$ cat config.mk
export PLATFORM = sky130hd
export DESIGN_NAME = avalon_master
export DESIGN_NICKNAME = d
export VERILOG_FILES = /design/src/rtl/avalon_master_pkg.sv /design/src/rtl/avalon_master.sv
export SDC_FILE = /design/constraint.sdc
export NUM_CORES = 1
export LEC_CHECK = 0
export BUFFER_PORTS_ARGS = -buffer_cell sky130_fd_sc_hd__buf_2
export CORE_MARGIN = 2
export CORE_UTILIZATION = 45
export CTS_BUF_LIST = sky130_fd_sc_hd__clkbuf_4
export CTS_CLUSTER_SIZE = 8
export DETAILED_ROUTE_END_ITERATION = 8
export PLACE_DENSITY = 0.8
export RECOVER_POWER = 50
export SYNTH_ARGS = -nofsm -noshare
export SYNTH_HDL_FRONTEND = slang
export SYNTH_SLANG_ARGS = --single-unit
$ cat constraint.sdc
create_clock -name clk -period 2.2 [get_ports clk]
set_input_delay 0.11 -clock clk [delete_from_list [all_inputs] [get_ports clk]]
set_output_delay 0.11 -clock clk [all_outputs]
set_load 0.01 [all_outputs]
$ cat src/rtl/avalon_master_pkg.sv
// Shared types and constants for the single-outstanding Avalon-MM master.
package avalon_master_pkg;

  typedef enum logic [2:0] {
    IDLE,
    WR,
    RD,
    RD_WAIT,
    RESP
  } avm_state_t;

  localparam logic [31:0] ERR_RDATA = 32'h0;

endpackage

$ cat src/rtl/avalon_master.sv
// Single-outstanding Avalon-MM master: one command in, one bus transaction, one response out,
// with a per-transaction timeout so a silent slave cannot hang the requester.
module avalon_master
  import avalon_master_pkg::*;
#(
  parameter int addr_w  = 32,
  parameter int timeout = 255
) (
  input  logic              clk,
  input  logic              rst,
  input  logic              cmd_valid,
  output logic              cmd_ready,
  input  logic              cmd_we,
  input  logic [addr_w-1:0] cmd_addr,
  input  logic [31:0]       cmd_wdata,
  input  logic [3:0]        cmd_be,
  output logic              rsp_valid,
  output logic [31:0]       rsp_rdata,
  output logic              rsp_err,
  output logic [addr_w-1:0] address,
  output logic [3:0]        byteenable,
  output logic              write,
  output logic              read,
  output logic [31:0]       writedata,
  input  logic [31:0]       readdata,
  input  logic              waitrequest,
  input  logic              readdatavalid
);

  // A zero timeout still needs a legal counter width even though the counter is never compared.
  localparam int cnt_w = (timeout > 0) ? $clog2(timeout + 1) : 1;

  avm_state_t       state;
  avm_state_t       next_state;
  logic [cnt_w-1:0] cnt;
  logic             at_limit;
  logic             done_ok;
  logic             abort;
  logic             busy;
  logic             accept;

  assign busy     = (state == WR) || (state == RD) || (state == RD_WAIT);
  assign accept   = (state == IDLE) && cmd_valid;
  assign at_limit = (timeout != 0) && (cnt == cnt_w'(timeout));

  // A read is only complete once its data returns, so finishing the address phase
  // on the limit cycle does not rescue it.
  assign done_ok  = ((state == WR) && !waitrequest) ||
                    ((state == RD_WAIT) && readdatavalid);
  assign abort    = busy && at_limit && !done_ok;

  always_ff @(posedge clk) begin
    if (rst) begin
      state <= IDLE;
    end else begin
      state <= next_state;
    end
  end

  always_comb begin
    next_state = state;
    unique case (state)
      IDLE: begin
        if (cmd_valid) begin
          next_state = cmd_we ? WR : RD;
        end
      end
      WR: begin
        if (!waitrequest || at_limit) begin
          next_state = RESP;
        end
      end
      RD: begin
        if (at_limit) begin
          next_state = RESP;
        end else if (!waitrequest) begin
          next_state = RD_WAIT;
        end
      end
      RD_WAIT: begin
        if (readdatavalid || at_limit) begin
          next_state = RESP;
        end
      end
      RESP: begin
        next_state = IDLE;
      end
      default: begin
        next_state = IDLE;
      end
    endcase
  end

  always_comb begin
    cmd_ready = (state == IDLE);
  end

  always_ff @(posedge clk) begin
    if (rst) begin
      cnt <= '0;
    end else if (accept) begin
      cnt <= '0;
    end else if (busy) begin
      cnt <= cnt + cnt_w'(1);
    end
  end

  // Bus strobes are registered from the next state so they change exactly on state entry/exit.
  always_ff @(posedge clk) begin
    if (rst) begin
      write     <= 1'b0;
      read      <= 1'b0;
      rsp_valid <= 1'b0;
    end else begin
      write     <= (next_state == WR);
      read      <= (next_state == RD);
      rsp_valid <= (next_state == RESP);
    end
  end

  always_ff @(posedge clk) begin
    if (rst) begin
      address    <= '0;
      writedata  <= '0;
      byteenable <= '0;
    end else if (accept) begin
      address    <= cmd_addr;
      writedata  <= cmd_wdata;
      byteenable <= cmd_be;
    end
  end

  // Response fields only move when a response is produced, so they hold between responses.
  always_ff @(posedge clk) begin
    if (rst) begin
      rsp_rdata <= '0;
      rsp_err   <= 1'b0;
    end else if (next_state == RESP) begin
      rsp_err   <= abort;
      rsp_rdata <= ((state == RD_WAIT) && readdatavalid) ? readdata : ERR_RDATA;
    end
  end

endmodule

## After elaboration in Yosys (flattened, before gate mapping)

Cells that the tools add are included.

| word-level totals | value |
|---|---|
| bits in registers | 115 |
| output and inout bits | 105 |
| word-level logic and storage cells | 40 |

| operators by class | value |
|---|---|
| add/sub/neg operators | 1 |
| equality and inequality tests | 7 |
| mux-type cells | 8 |
| reduce and logical (&&, ||, !) cells | 14 |

Operator list:

| kind | number |
|---|---|
| 32-bit 2-to-1 mux | 1 |
| 3-bit 2-to-1 mux | 5 |
| 3-bit one-hot mux with 4 select lines | 1 |
| 3-bit by 2-bit equality test with 1-bit output, second input constant | 3 |
| 8-bit by 1-bit adder with 8-bit output, second input constant | 1 |
| 8-bit equality test, second input constant | 1 |
| 3-bit by 1-bit equality test with 1-bit output, second input constant | 2 |
| 1-bit logical AND | 5 |
| 1-bit logical OR | 5 |
| 3-bit equality test, second input constant | 1 |
| 3-bit logical NOT | 1 |
| 1-bit logical NOT | 2 |
| 2-bit 2-to-1 mux | 1 |
| 2-bit OR reduction | 1 |

## Longest topological paths before layout

| depth | value |
|---|---|
| depth after elaboration | 5 |
| mapped depth | 8 |

## Worst setup path after synthesis

OpenSTA, ideal clock, no wires.

| timing path | value |
|---|---|
| kind | register -> register |
| start point | register state[2] |
| end point | register address[0] |
| library setup time | 0.132 ns |
| arrival | 1.373 ns |
| required time | 2.068 ns |
| path slack | 0.695 ns |
| stages on the path, launching flop included | 8 |
| clock period less this slack | 1.505 ns |
| cells stage by stage | dfxtp_1 buf_6 or4b_1 buf_2 buf_6 buf_6 nand2_1 a21oi_1 |

| on the way | value |
|---|---|
| word-level cells in the longest chain between the ends | 2 |

Ends and longest elaborated chain:

| item | line | source |
|---|---|---|
| start, declared | avalon_master.sv:33 | `avm_state_t state;` |
| start signal, assigned | avalon_master.sv:56 | `state <= next_state;` |
| 3-bit logical NOT | avalon_master.sv:43 | `assign accept = (state == IDLE) && cmd_valid;` |
| 1-bit logical AND | avalon_master.sv:43 |  |
| end signal, assigned | avalon_master.sv:127 | `address <= cmd_addr;` |
| end, declared | avalon_master.sv:20 | `output logic [addr_w-1:0] address,` |

No other way between the ends.
A chain may end at the register's enable or synchronous reset.

## Worst setup path in the final report

| timing path | value |
|---|---|
| start point | register cnt[2] |
| end point | register state[0] |

| on the way | value |
|---|---|
| word-level cells in the longest chain between the ends | 4 |
| elaborated cells between the ends (all ways) | 7 |
| classes of those cells | 1 x eq/ne; 4 x mux; 2 x reduce/logical |

Ends and longest elaborated chain:

| item | line | source |
|---|---|---|
| start, declared | avalon_master.sv:35 | `logic [cnt_w-1:0] cnt;` |
| start signal, assigned | avalon_master.sv:104 | `cnt <= cnt + cnt_w'(1);` |
| 8-bit equality test * | avalon_master.sv:44 | `assign at_limit = (timeout != 0) && (cnt == cnt_w'(timeout));` |
| 1-bit logical OR, on equally long branches | avalon_master.sv:81, avalon_master.sv:69 |  |
| 3-bit 2-to-1 mux, on equally long branches | avalon_master.sv:81, avalon_master.sv:69 |  |
| 3-bit one-hot mux with 4 select lines * | avalon_master.sv:62 | `unique case (state)` |

Mark *: on every way between the ends. The rest lies on a longest branch, timed or not.

==> flow_metrics.env <==
export IMPL_slew_headroom_pct=70.46
export IMPL_r2r_slack_ns=0.30
export IMPL_initial_core_util_pct=46.59
export IMPL_drt_wl_total_um=13670
export IMPL_crit_path_start="cnt[2]$_SDFFE_PP0N_"
export IMPL_use_met1_pct=29.10
export IMPL_drc=0
export IMPL_hp_class="in2reg"
export IMPL_drive_gt1_share_pct=20.24
export IMPL_place_congestion=0.7726
export IMPL_dp_hpwl_um=7462
export IMPL_gr_usage_all_layers_pct=26.80
export IMPL_netlist_area_leader_share_pct=56.67
export IMPL_die_w_um=99.02
export IMPL_p_sw_share_pct=26.77
export IMPL_numClockSinks=115
export IMPL_clkTransAtPathRegs_ns=0.11
export IMPL_avgViaCountPerCell=5.177
export IMPL_vias=4499
export IMPL_rows=34
export IMPL_synth_area_sq_um=4063
export IMPL_holdWs_ns=0.08121
export IMPL_yosys_warnings=0
export IMPL_ios=211
export IMPL_synth_top_area_cell="dfxtp_1"
export IMPL_core_sq_um=8721
export IMPL_yosys_register_bits=115
export IMPL_min_period_ns=1.903
export IMPL_antenna_found_initial=0
export IMPL_drv_slew=0
export IMPL_cts_tree="built"
export IMPL_fin_nets=856
export IMPL_p_per_area_nw_per_um2=735.3
export IMPL_cp_required_ns=2.59
export IMPL_grt_pass1_wl_um=21030
export IMPL_rsz0062_at_grt="no"
export IMPL_hold_buffers=103
export IMPL_synthCells=442
export IMPL_dp_cells=735
export IMPL_grt_max_degree=45
export IMPL_synth_area_leaders="dfxtp_1 (57%), nand2_1 (13%), a21oi_1 (8.4%)"
export IMPL_hold_viol=0
export IMPL_firstDrtPassIters=4
export IMPL_ys_seq_area_share_pct=56.67
export IMPL_critPathKind="reg2reg"
export IMPL_hold_start="readdatavalid"
export IMPL_p_leak_nw=2.573
export IMPL_p_int_mw=3.407
export IMPL_cts_root_buf="clkbuf_4"
export IMPL_clk_latency_ns=0.50
export IMPL_setup_viol=0
export IMPL_clkPwrFrac_pct=36.2
export IMPL_worst_clock_skew_ns=0.01539
export IMPL_outcome="finished clean"
export IMPL_die_area_sq_um=9804
export IMPL_crit_arrival_ns=2.29
export IMPL_cts_htree_levels=4
export IMPL_ctsResizeCount=0
export IMPL_syn_area_per_cell_sq_um=9.192
export IMPL_p_sw_mw=1.245
export IMPL_die_y_um=99.02
export IMPL_cts_made_buffers=17
export IMPL_area_growth_pct=55.74
export IMPL_p_comb_share_pct=15.3
export IMPL_period_share_pct=86.52
export IMPL_finalSetupTns_ns=0
export IMPL_wl_per_cell_um=15.73
export IMPL_antenna_cells=0
export IMPL_synth_nets=549
export IMPL_use_met3_pct=8.369
export IMPL_irDropWorstVdd_uv=414.5
export IMPL_cp_start_kind="flip-flop"
export IMPL_grt_ovfl_total=0
export IMPL_portBuffers=210
export IMPL_worstPathMaxFanout=5
export IMPL_cts_setup_buffers=0
export IMPL_use_met2_pct=48.28
export IMPL_p_seq_share_pct=48.4
export IMPL_busiest_layer="met2"
export IMPL_drv_cap=0
export IMPL_grt_pass1_vias=4458
export IMPL_first_iter_violations=176
export IMPL_r2r_start="cnt[2]$_SDFFE_PP0N_"
export IMPL_clk_path_buf_depth=2
export IMPL_max_freq_mhz=525.4
export IMPL_worst_pin_slew_ns=0.4431
export IMPL_synth_cell_types=33
export IMPL_endpoint_kind="flip-flop"
export IMPL_fin_cells=869
export IMPL_ant_nets=0
-- registers in the layout, summed over array words and instances, names as in the netlist --
| signal | flops |
|---|---|
| write | 1 |
| rsp_rdata | 32 |
| rsp_valid | 1 |
| state | 3 |
| cnt | 8 |
| rsp_err | 1 |
| read | 1 |
| byteenable | 4 |
| writedata | 32 |
| address | 32 |
-- Yosys cell counts --
cell / instances
nand2_1: 140
dfxtp_1: 115
a21oi_1: 68
a32o_1: 32
clkbuf_1: 18
nor2_1: 11
buf_2: 8
buf_6: 8
xor2_1: 6
nand3_1: 4
inv_1: 3
nand4_1: 3
nor3_1: 3
and2_1: 2
and3_1: 2
and4_1: 2
a2111oi_2: 1
a211oi_1: 1
a211oi_2: 1
a21oi_4: 1
a31oi_1: 1
buf_4: 1
ha_1: 1
mux2i_1: 1
nand2_2: 1
nand2b_1: 1
nor4b_2: 1
o2111ai_1: 1
o21ai_4: 1
o21ba_2: 1
or2_2: 1
or4b_1: 1
xnor2_1: 1
-- power by group through the flow --
stage,Combinational (mW),Clock [mW],Sequential [mW]
5_1_grt,0.771,1.82,2.26
4_1_cts,0.717,1.72,2.24
6_report,0.713,1.69,2.25
3_5_place_dp,0.574,0,2.29
3_3_place_gp,0.558,0,2.29
2_1_floorplan,0.287,0,2.34
-- per-stage QoR --
| stage | setup WS (ns) | util, % | total power [mW] | area, sq um |
|---|---|---|---|---|
| 3_5_place_dp | 0.3623 | 58.77 | 2.867 | 5125 |
| 6_report | 0.2965 | 72.55 | 4.653 | 6327 |
| 2_1_floorplan | 0.6945 | - | 2.623 | 4063 |
| 5_1_grt | 0.2026 | 72.55 | 4.855 | 6327 |
| 4_1_cts | 0.3182 | 74.20 | 4.685 | 6471 |
| 3_3_place_gp | 0.4101 | 58.77 | 2.844 | 5125 |
-- per-layer routing --
metal	part of all wire, %	up-vias
met5	0	-
met4	2.7	0
met3	8.8	35
met2	51	236
met1	38	2098
li1	-	2130
-- final timing paths --
path	cells past startpoint	end
hold reg to reg	2	writedata[31]$_SDFFE_PP0P_
hold / removal	4	write$_SDFF_PP0_
setup / recovery	5	state[0]$_SDFF_PP0_
setup reg to reg	5	state[0]$_SDFF_PP0_
-- layout make-up --
class                      instances  area [sq um]
fill                             654          2394
multi-input combinational        289          1538
tap                              108         135.1
sequential                       115          2302
clock inverter                    14         187.7
clock buffer                      17         127.6
inverter                           3         11.26
timing repair buffer             323          2026
-- cells in the final DEF, fill, tap and decap left out, types with 2 or more instances in the layout --
cell,n
nor2_1,11
and3_1,2
clkinv_4,2
xor2_1,6
nand4_1,3
clkinv_2,3
clkinvlp_4,3
dlygate4sd3_1,103
nand3_1,4
inv_1,3
nand2_1,140
and4_1,2
dfxtp_1,115
a21oi_1,69
buf_4,10
bufinv_16,4
clkbuf_4,17
buf_2,105
nor3_1,2
clkbuf_1,105
a32o_1,32
-- worst max-delay path, stage by stage, from the launching register on --
cell	delay (ns)
dfxtp_1	0.40
and4_1	0.28
nand4_1	0.21
o2111ai_1	0.22
a211oi_1	0.13
dlygate4sd3_1	0.57
-- kinds of logic after synthesis --
group,share of synthesized area (%)
adder cells (fa/ha/maj),0.3079
XOR/XNOR,1.509
AO/OA/AOI/OAI,18.54
buffers and inverters,5.328
flip-flops,56.67
AND/OR/NAND/NOR,17.40
multiplexers,0.2464
Power figures use the tool's default switching activity.
